File: config.mk
export PLATFORM = sky130hd
export DESIGN_NAME = ara_w_beat_fifo
export DESIGN_NICKNAME = d
export VERILOG_FILES = /design/src/rtl/ara_w_check_pkg.sv /design/src/rtl/ara_w_beat_fifo.sv
export SDC_FILE = /design/constraint.sdc
export NUM_CORES = 1
export LEC_CHECK = 0
export ABC_CLOCK_PERIOD_IN_PS = 8300
export CORE_MARGIN = 10
export CORE_UTILIZATION = 42
export CTS_CLUSTER_DIAMETER = 40
export DETAILED_ROUTE_END_ITERATION = 8
export GPL_ROUTABILITY_DRIVEN = 0
export GPL_TIMING_DRIVEN = 1
export PLACE_DENSITY_LB_ADDON = 0.12
export SLEW_MARGIN = 20
export SYNTH_ARGS = -nofsm -noshare
export SYNTH_HDL_FRONTEND = slang
export SYNTH_SLANG_ARGS = --single-unit
File: constraint.sdc
create_clock -name clk_i -period 8.3 [get_ports clk_i]
set_input_delay 2.075 -clock clk_i [delete_from_list [all_inputs] [get_ports clk_i]]
set_output_delay 2.075 -clock clk_i [all_outputs]
set_load 0.02 [all_outputs]
File: src/rtl/ara_w_check_pkg.sv
// Shared types and helpers for the W-channel golden checker: the snooped beat,
// the checker FSM states and the saturating counter increment.
package ara_w_check_pkg;

    localparam int unsigned BEAT_DATA_W = 128;
    localparam int unsigned CNT_W       = 32;

    typedef struct packed {
        logic [BEAT_DATA_W-1:0]   data;
        logic [BEAT_DATA_W/8-1:0] strb;
    } beat_t;

    typedef enum logic [0:0] {
        IDLE  = 1'b0,
        CHECK = 1'b1
    } state_e;

    // Counters stick at all-ones instead of wrapping back to zero.
    function automatic logic [CNT_W-1:0] sat_inc(input logic [CNT_W-1:0] value);
        if (&value) begin
            sat_inc = value;
        end else begin
            sat_inc = value + {{(CNT_W-1){1'b0}}, 1'b1};
        end
    endfunction

endpackage

File: src/rtl/ara_w_beat_fifo.sv
// Small buffer of snooped W beats between the capture point and the byte checker.
// A push into a full FIFO is accepted only when a pop happens in the same cycle.
module ara_w_beat_fifo
    import ara_w_check_pkg::*;
#(
    parameter int unsigned Depth = 4
) (
    input  logic  clk_i,
    input  logic  rst_i,
    input  logic  push_i,
    input  beat_t push_beat_i,
    input  logic  pop_i,
    output beat_t head_o,
    output logic  full_o,
    output logic  empty_o
);

    localparam int unsigned PtrW = $clog2(Depth);

    beat_t           mem_r [Depth];
    logic [PtrW-1:0] wr_ptr_r;
    logic [PtrW-1:0] rd_ptr_r;
    logic [PtrW:0]   count_r;
    logic            do_push_s;
    logic            do_pop_s;

    assign empty_o   = (count_r == {(PtrW+1){1'b0}});
    assign full_o    = (count_r == (PtrW+1)'(Depth));
    assign do_pop_s  = pop_i & ~empty_o;
    assign do_push_s = push_i & (~full_o | do_pop_s);
    assign head_o    = mem_r[rd_ptr_r];

    // Pointer and occupancy bookkeeping; reset flushes the buffer.
    always_ff @(posedge clk_i) begin
        if (rst_i) begin
            wr_ptr_r <= {PtrW{1'b0}};
            rd_ptr_r <= {PtrW{1'b0}};
            count_r  <= {(PtrW+1){1'b0}};
        end else begin
            if (do_push_s) wr_ptr_r <= wr_ptr_r + {{(PtrW-1){1'b0}}, 1'b1};
            if (do_pop_s)  rd_ptr_r <= rd_ptr_r + {{(PtrW-1){1'b0}}, 1'b1};
            case ({do_push_s, do_pop_s})
                2'b10:   count_r <= count_r + {{PtrW{1'b0}}, 1'b1};
                2'b01:   count_r <= count_r - {{PtrW{1'b0}}, 1'b1};
                default: count_r <= count_r;
            endcase
        end
    end

    // Beat storage; contents are don't-care while the slot is not occupied.
    always_ff @(posedge clk_i) begin
        if (do_push_s) mem_r[wr_ptr_r] <= push_beat_i;
    end

endmodule

Word-level counts from Yosys, hierarchy flattened
Memories as Yosys holds them, arrays and structs flattened. A register that Yosys moved wholly into a read port is not among the register bits.
Cells that the tools add are included.
Storage, ports and cells
  register bits after elaboration: 7
  memory bits (writable): 576
  output and inout port bits: 146
  logic and storage cells: 23
  memories: 1
Operators by class
  add/sub/neg operators: 4
  equal/unequal tests: 3
  multiplexer cells: 5
  bitwise operators: 5
  reduce and logical (&&, ||, !) cells: 2
Memory list
  mem_r: words 4, width 144, rd ports 1, clocked after Yosys merged registers in 1, wr ports 1, line ara_w_beat_fifo.sv:20  | beat_t mem_r [Depth];
Operators by type and width (count)
  $pmux 3 s2: 1
  $add 2x1->2 const B: 2
  $mux 2: 2
  $add 3x1->3 const B: 1
  $eq 3x3->1 const B: 1
  $logic_not 3->1: 1
  $sub 3x1->3 const B: 1
  $and 1x1->1: 2
  $eq 2x1->1 const B: 1
  $eq 2x2->1 const B: 1
  $mux 1: 2
  $not 1->1: 2
  $reduce_bool 2->1: 1
  $or 1x1->1: 1

Depth between registers and ports, before layout
Gate-level depths: netlist of run 1.
  depth in word-level cells: 7
  depth in mapped cells: 7

Worst setup path before layout of run 1
OpenSTA, ideal clock, no wires.
  kind: input to register
  start: input push_i
  end: memory mem_r[0][0] (netlist name), enable pin
  library setup time: 0.521 ns
  arrival: 5.913 ns
  data required time: 7.779 ns
  setup slack: 1.867 ns
  stages: 3
  path buffers: 1
  cell sequence: buf_2 > nor2b_1 > and2_1
On the way
  longest elaborated chain between the ends: 3
RTL lines
  start, declared: line ara_w_beat_fifo.sv:10  | input logic push_i,
  $and 1x1->1: line ara_w_beat_fifo.sv:30  | assign do_push_s = push_i & (~full_o | do_pop_s);
  $mux 1: line ara_w_beat_fifo.sv:52  | if (do_push_s) mem_r[wr_ptr_r] <= push_beat_i;
  $mux 1 (implied by the code): line ara_w_beat_fifo.sv:52
  end, declared: line ara_w_beat_fifo.sv:20
Every way passes these cells.

==> metrics.yaml, run 1 <==
dp.final_hpwl_mm: 26.9
setup_slack_ns: 3.22
synth-seq-area-share_pct: 82.2
cts_sinks: 585
crit_path_max_fanout: 38
cts_buffers: 78
cts_tree: "built"
slew_viol_final: 0
grt-ovfl-total: 0
design_area_sq_um: 27700
core_sq_um: 50100
die_h_um: 245
outcome: "complete, no violations"
area_growth_pct: 30.3
critical_path_required_ns: 6.23
grt_pass1_vias: 10398
rsz0062_at_grt: "no"
dr.pass1.iters: 4
htreeDepth: 3
synth_seq_cells: 585
final.min_clock_period_ns: 5.08
power_leakage_nw: 8.78
syn_avg_cell_area_sq_um: 26.2
vias_per_cell: 5.03
fin_setup_tns_ns: 0
ir_drop_v: 0.000194
syn-num-nets: 964
antenna_found_initial: 5
die_x_um: 245
drc: 0
yosysWarnings: 0
cts_buffer_depth: 3
maxSlewHeadroom_pct: 33.7
skew_ns: 0.0111
start_kind: "register"
root_buffer: "clkbuf_16"
crit_chain: "buf_4 -> mux4_2 -> clkdlybuf4s50_1"
grt_pass1_wl_mm: 66.8
critPathKind: "register to output port"
yosysTopAreaCell: "edfxtp_1"
reg2reg_depth: 4
ctsHoldBuffers: 0
ios: 294
wl_per_cell_um: 23.4
cpPeakStageDelay_ns: 0.66
drive_above_1_share_pct: 23.8
cp-end-kind: "output port"
hold_viol: 0
hp-start: "rd_ptr_r[1]$_SDFFE_PP0N_"
synth_area_sq_um: 21300
syn_inst: 811
routed_wl_mm: 44.5
arrival_ns: 3.01
hold_depth: 2
grt_max_degree: 145
port_buffers: 293
groute.usage.overall_pct: 14.8
die_area_sq_um: 60000
hold_class: "register to register"
layout_worst_path_cycle_share_pct: 61.2
powerDensity_nw_per_um2: 297
post_cts_resize_count: 0
reg2reg_from: "count_r[0]$_SDFFE_PP0P_"
detailedPlace.worstSlack_ns: 3.13
setup_viol: 0
cp_slowest_cell: "buf_4"
ant_nets: 0
clk_pin_slew_worst_paths_ns: 0.05
cap_violations: 0
hold_slack_ns: 0.538
rows: 82
start_util_pct: 42.5
netlist.area_leader.share_pct: 81.3
worst_pin_slew_ns: 0.995
place_area_sq_um: 25000
clk_latency_ns: 0.59
fin_nets: 1316
vias: 9565
drtIter0Drc: 424
post_cts_buffers: 0
ys_types: 31
synthTopCellsByArea: "edfxtp_1, mux4_2, dfxtp_1, buf_2, buf_6"
fmax_mhz: 197
==> cells in the mapped netlist, drive strengths merged <==
master	n
clkbuf	8
buf	27
o31ai	1
a31oi	1
inv	6
or2	1
ha	4
nor2b	1
a221oi	1
xnor2	2
nor4b	1
nor2	7
nand3	2
dfxtp	9
and2	4
mux2i	1
or2b	1
mux2	1
fa	1
nand3b	1
nor3	2
nand2b	2
o2111ai	1
a211oi	1
o31a	1
nand2	1
mux4	144
edfxtp	576
xor2	3
==> worst paths after layout <==
path / slack [ns] / endpoint
max: 3.22 / head_o[12]
min: 0.54 / register
max reg2reg: 5.40 / mem_r[0][104]$_DFFE_PP_
min reg2reg: 0.54 / register
==> where the power goes <==
part | leakage, nW | internal, mW | switching, mW
Sequential | 5.36 | 3.45 | 0.0450
Clock | 1.30 | 2.19 | 1.21
Combinational | 2.12 | 0.652 | 0.683
==> cell families (layout without fill, tap and decap cells) <==
group / after synthesis / in the layout / synth area share, %
DFF: 585 / 585 / 82.2
muxes: 146 / 146 / 15.4
buffers and inverters: 41 / 455 / 1.11
and+or+nand+nor: 23 / 23 / 0.583
AOI/OAI and AO/OA: 6 / 6 / 0.224
adders and majority gates: 5 / 5 / 0.330
xor gates and xnor gates: 5 / 5 / 0.206
other: 0 / 3 / 0
==> critical path, delay by kind of cell (launching register included) <==
kind     cells  cell delay (ns)
mux          1             0.65
buf+inv      2             1.23
flops        1             0.48
==> placed cells by master, fill, tap and decap left out, types with 2 or more instances in the layout <==
cell type        instances
nor3_1                   2
xor2_1                   3
clkinv_2                13
clkbuf_16               80
buf_4                   10
bufinv_16               13
clkbuf_1                11
xnor2_1                  2
nand2b_1                 2
edfxtp_1               576
nor2_1                   7
diode_2                  3
clkinvlp_4               8
ha_1                     4
clkinv_4                 3
buf_12                   4
mux4_2                 144
and2_4                   4
clkdlybuf4s50_1        293
inv_6                    8
clkinv_1                 4
dfxtp_4                  2
dfxtp_1                  7
inv_1                    6
nand3_1                  2
==> layout make-up <==
type                    instances  area [sq um]
diodes                          3          7.51
fillers                      3833         22400
clock buffers                  92          2060
flip-flops and latches        585         17500
repair buffers                307          3090
well taps                     672           841
clock inverters                50           643
multi-input cells             185          3560
inverters                       6          22.5
==> stage by stage <==
step	instances	power, mW	util, %
floorplan	811	4.32	-
global placement	1755	4.92	49.9
detailed placement	1755	4.93	49.9
CTS	1897	8.36	55.3
global route	1897	8.55	55.3
finish	1900	8.23	55.3
==> flip-flops by register name, summed over array words and instances (netlist names), named ones only <==
signal and flops:
mem_r 576, rd_ptr_r 2, count_r 3, wr_ptr_r 2
==> per-layer routing <==
layer	part of all wire [%]	vias to the layer above	routed length [um]	global-route usage, %
met1	41	5004	18200	18.5
li1	-	4240	-	-
met4	1.6	8	716	3.96
met5	0.12	-	55	0
met3	8.0	64	3560	6.09
met2	49	249	22000	23.5
Note: power is estimated with default switching activity, not from simulation.
==> run 2, diff against run 1 <==
- ABC_CLOCK_PERIOD_IN_PS: 8300 -> 4300
- clock period: 8.3 -> 4.3 ns (I/O delays scaled with it)
==> metrics.yaml, run 2 (same netlist as run 1, synthesis figures left out) <==
outcome: "complete, no violations"
grt-ovfl-total: 0
fin_setup_tns_ns: 0
arrival_ns: 2.79
crit_end: "head_o[81]"
layout_common_cells: "edfxtp_1, clkdlybuf4s50_1, mux4_2"
start_kind: "register"
cp-end-kind: "output port"
vias: 9735
post_cts_resize_count: 0
final.min_clock_period_ns: 3.87
skew_ns: 0.0194
htreeDepth: 3
mostFrequentLayoutCell: "edfxtp_1"
cts_buffer_depth: 3
slew_viol_final: 0
crit_path_max_fanout: 23
cts_buffers: 82
cts_sinks: 585
rows: 82
cap_violations: 0
critical_path_required_ns: 3.22
root_buffer: "clkbuf_16"
wl_per_cell_um: 23.6
largest_reg_flops: 576
regToRegEndpoint: "count_r[2]$_SDFFE_PP0P_"
rsz0062_at_grt: "no"
die_area_sq_um: 60000
cpPeakStageDelay_ns: 0.72
maxSlewHeadroom_pct: 62.1
drtIter0Drc: 628
cp_slowest_cell: "dfxtp_4"
port_buffers: 293
routed_wl_mm: 45.3
fmax_mhz: 259
dp.final_hpwl_mm: 28.3
top_regs: "mem_r x576, count_r x3"
groute.usage.overall_pct: 15.0
rrSetupSlack_ns: 2.06
grt_max_degree: 79
antenna_found_initial: 4
ctsHoldBuffers: 0
fin_nets: 1335
clk_pin_slew_worst_paths_ns: 0.05
ant_nets: 0
hold_viol: 0
grt_pass1_vias: 10542
worst_pin_slew_ns: 0.568
drc: 0
crit_chain: "buf_12 -> mux4_2 -> clkdlybuf4s50_1"
drive_above_1_share_pct: 25.4
start_util_pct: 42.5
critPathKind: "register to output port"
area_growth_pct: 32.3
post_cts_buffers: 0
clk_latency_ns: 0.60
detailedPlace.worstSlack_ns: 0.897
setup_viol: 0
die_x_um: 245
hold_class: "register to register"
cts_tree: "built"
die_h_um: 245
grt_pass1_wl_mm: 68.0
setup_slack_ns: 0.434
top_register: "mem_r"
layout_worst_path_cycle_share_pct: 89.9
power_leakage_nw: 8.94
reg2reg_depth: 6
vias_per_cell: 5.07
ir_drop_v: 0.000338
powerDensity_nw_per_um2: 570
core_sq_um: 50100
reg2reg_from: "count_r[0]$_SDFFE_PP0P_"
dr.pass1.iters: 4
ios: 294
final.fill_count: 3826
run 2: per-layer routing:
layer	up-vias	share of wire, %	global-route usage, %
met5	-	0.13	0
met4	8	1.9	5.08
met1	5082	41	19.1
met2	284	50	24.4
li1	4294	-	-
met3	67	6.9	4.51
run 2: how the worst min path moves through the flow:
stage,start,end,cells after the start
2_1_floorplan,rd_ptr_r[1]$_SDFFE_PP0N_,register,2
3_3_place_gp,rd_ptr_r[1]$_SDFFE_PP0N_,register,2
3_5_place_dp,rd_ptr_r[1]$_SDFFE_PP0N_,register,2
4_1_cts,rd_ptr_r[1]$_SDFFE_PP0N_,rd_ptr_r[1]$_SDFFE_PP0N_,2
5_1_grt,rd_ptr_r[1]$_SDFFE_PP0N_,register,2
6_report,rd_ptr_r[1]$_SDFFE_PP0N_,rd_ptr_r[1]$_SDFFE_PP0N_,2
run 2: layout make-up:
cell class              instances  area, sq um  share of cell area, %
flip-flops and latches        585        17500                   62.2
multi-input cells             185         3560                   12.7
repair buffers                322         3450                   12.3
clock buffers                  88         2120                   7.53
well taps                     672          841                   2.99
clock inverters                61          641                   2.28
inverters                       6         22.5                 0.0801
diodes                          2         5.00                 0.0178
run 2: worst max-delay path, delay by kind of cell (launching register included):
kind | cells | cell delay (ns)
buffers and inverters | 2 | 0.86
DFF | 1 | 0.72
muxes | 1 | 0.58
run 2: metrics by stage:
step                std cells  hold slack, ns  area, sq um  util, %  power, mW
floorplan                 811           0.485        21300        -       8.31
global placement         1770           0.503        25400     50.6       9.60
detailed placement       1770           0.509        25400     50.6       9.61
CTS                      1919           0.531        28100     56.2       16.3
global route             1919           0.582        28100     56.2       16.7
finish                   1921           0.525        28100     56.2       16.0
run 2: report_power, final:
part	switching, mW	total, mW	internal, mW
combinational	1.30	2.65	1.35
clock	2.55	6.62	4.07
sequential	0.116	6.76	6.65
==> run 3, diff against run 2 <==
- ABC_AREA: unset -> 1
- TNS_END_PERCENT: unset -> 10
==> metrics.yaml, run 3 <==
syn_inst: 1459
regToRegEndpoint: "mem_r[1][63]$_DFFE_PP_"
cts_buffers: 84
htreeDepth: 3
cp-end-kind: "output port"
ctsHoldBuffers: 0
synth-simple-area-share_pct: 5.49
core_sq_um: 51400
dr.pass1.iters: 5
skew_ns: 0.0200
netlist.area_leader.share_pct: 79.3
dp.final_hpwl_mm: 30.0
ios: 294
top_register: "mem_r"
synth_top_family_by_area: "compound AO/OA/AOI/OAI gates"
cts_tree: "built"
final.fill_count: 4133
crit_path_max_fanout: 61
top_regs: "mem_r x576, count_r x3"
layout_common_cells: "edfxtp_1, nor2_1, clkdlybuf4s50_1"
powerDensity_nw_per_um2: 605
top_usage_layer: "met2"
fin_nets: 1931
grt_max_degree: 121
met3_usage_pct: 5.07
cts_sinks: 585
power_frac_comb_pct: 19.4
largest_reg_flops: 576
p_seq_share_pct: 39.3
vias_per_cell: 5.21
synthFlopType: "edfxtp_1"
groute.usage.overall_pct: 16.8
post_cts_resize_count: 0
met1_usage_pct: 22.0
synthAdderAreaFrac_pct: 0.321
die_h_um: 248
yosysWarnings: 0
critPathKind: "register to output port"
synthTopCellsByCount: "edfxtp_1, nor2_1, o21ai_0"
worst_pin_slew_ns: 0.710
area_growth_pct: 30.8
synthMuxAreaShare_pct: 0
die_area_sq_um: 61500
multi_input_area_sq_um: 3690
routed_wl_mm: 52.7
yosysTopAreaCell: "edfxtp_1"
p_int_mw: 12.6
ant_nets: 0
synth-compound-area-share_pct: 11.0
clockPowerShare_pct: 41.4
hold_slack_ns: 0.433
async_flop_share_pct: 0
drc: 0
rsz0062_at_grt: "no"
cts_buffer_depth: 3
grt-ovfl-total: 0
mostFrequentLayoutCell: "edfxtp_1"
synthXorXnorAreaFrac_pct: 0
reg2reg_depth: 7
synth_seq_cells: 585
vias: 13190
start_kind: "register"
clk_pin_slew_worst_paths_ns: 0.05
outcome: "complete, no violations"
drtIter0Drc: 865
use_met2_pct: 26.3
synth-seq-area-share_pct: 80.1
grt_pass1_wl_mm: 79.5
reg2reg_from: "count_r[1]$_SDFFE_PP0P_"
fin_util_pct: 55.5
syn_avg_cell_area_sq_um: 15.0
swShare_pct: 27.0
arrival_ns: 2.81
die_x_um: 248
maxSlewHeadroom_pct: 52.7
fmax_mhz: 257
syn-num-nets: 1612
wl_per_cell_um: 20.8
final.min_clock_period_ns: 3.89
hold_class: "register to register"
antenna_found_initial: 9
slew_viol_final: 0
synth_area_sq_um: 21800
ir_drop_v: 0.000308
grt_pass1_vias: 13033
start_util_pct: 42.4
port_buffers: 293
rows: 83
root_buffer: "clkbuf_16"
cap_violations: 0
hold_depth: 1
post_cts_buffers: 0
setup_viol: 0
layout_worst_path_cycle_share_pct: 90.4
critical_path_required_ns: 3.22
rrSetupSlack_ns: 2.00
clk_latency_ns: 0.61
drive_above_1_share_pct: 10.1
ys_types: 24
hold_viol: 0
synthTopCellsByArea: "edfxtp_1, o21ai_0, nor2_1, o22ai_1, o21ai_1"
synth_edf_count: 576
regArea_sq_um: 17500
power_leakage_nw: 9.55
synth_most_common_cell: "edfxtp_1"
hp-start: "rd_ptr_r[1]$_SDFFE_PP0N_"
p_switching_mw: 4.66
[run 3: final cells by class]
type	count	share of cell area, %
Sequential cell	585	61.2
Multi-Input combinational cell	762	12.9
Timing Repair Buffer	327	12.0
Clock buffer	95	7.80
Tap cell	680	2.98
Clock inverter	63	2.70
Inverter	18	0.272
Antenna cell	4	0.0351
[run 3: worst max-delay path: stages (launching register included)]
cell and delay [ns]:
dfxtp_4 0.37, buf_4 0.54, o21ai_0 0.19, o22ai_1 0.36
clkdlybuf4s50_1 0.69
[run 3: power groups by stage]
stage               Combinational (mW)  Clock (mW)  Sequential, mW
floorplan                         1.84           0            6.92
detailed placement                3.40           0            6.89
finish                            3.35        7.14            6.78
CTS                               3.42        7.29            6.78
global route                      3.62        7.55            6.80
global placement                  3.38           0            6.88
[run 3: worst max path at each step]
stage                  start                       to  slack (ns)  depth (start not counted)
finish              register               head_o[24]        0.41                          4
global route        register               head_o[28]        0.24                          4
CTS                 register               head_o[28]        0.33                          4
detailed placement     pop_i  mem_r[1][127]$_DFFE_PP_        0.87                          6
global placement       pop_i   mem_r[1][12]$_DFFE_PP_        0.90                          6
floorplan              pop_i    mem_r[0][0]$_DFFE_PP_       -1.29                          4
[run 3: metrics by stage]
stage | TNS (ns) | instances | total power, mW | cell area, sq um | worst slack [ns]
2_1_floorplan | -743.32 | 1459 | 8.75 | 21800 | -1.29
3_3_place_gp | 0 | 2372 | 10.3 | 25500 | 0.904
3_5_place_dp | 0 | 2372 | 10.3 | 25500 | 0.871
4_1_cts | 0 | 2530 | 17.5 | 28500 | 0.326
5_1_grt | 0 | 2532 | 18.0 | 28500 | 0.237
6_report | 0 | 2534 | 17.3 | 28500 | 0.415
[run 3: routing by layer]
layer  share of wire (%)  vias to the layer above
li1                    -                     6205
met3                 7.9                       69
met1                  43                     6519
met2                  48                      385
met5                0.16                        -
met4                 1.5                       12
[run 3: kinds of logic (layout without fill, tap and decap cells)]
group	count (synthesis)	after routing
and+or+nand+nor	316	316
AOI/OAI and AO/OA	441	441
buffers and inverters	112	503
adders and majority gates	5	5
other	0	4
DFF	585	585
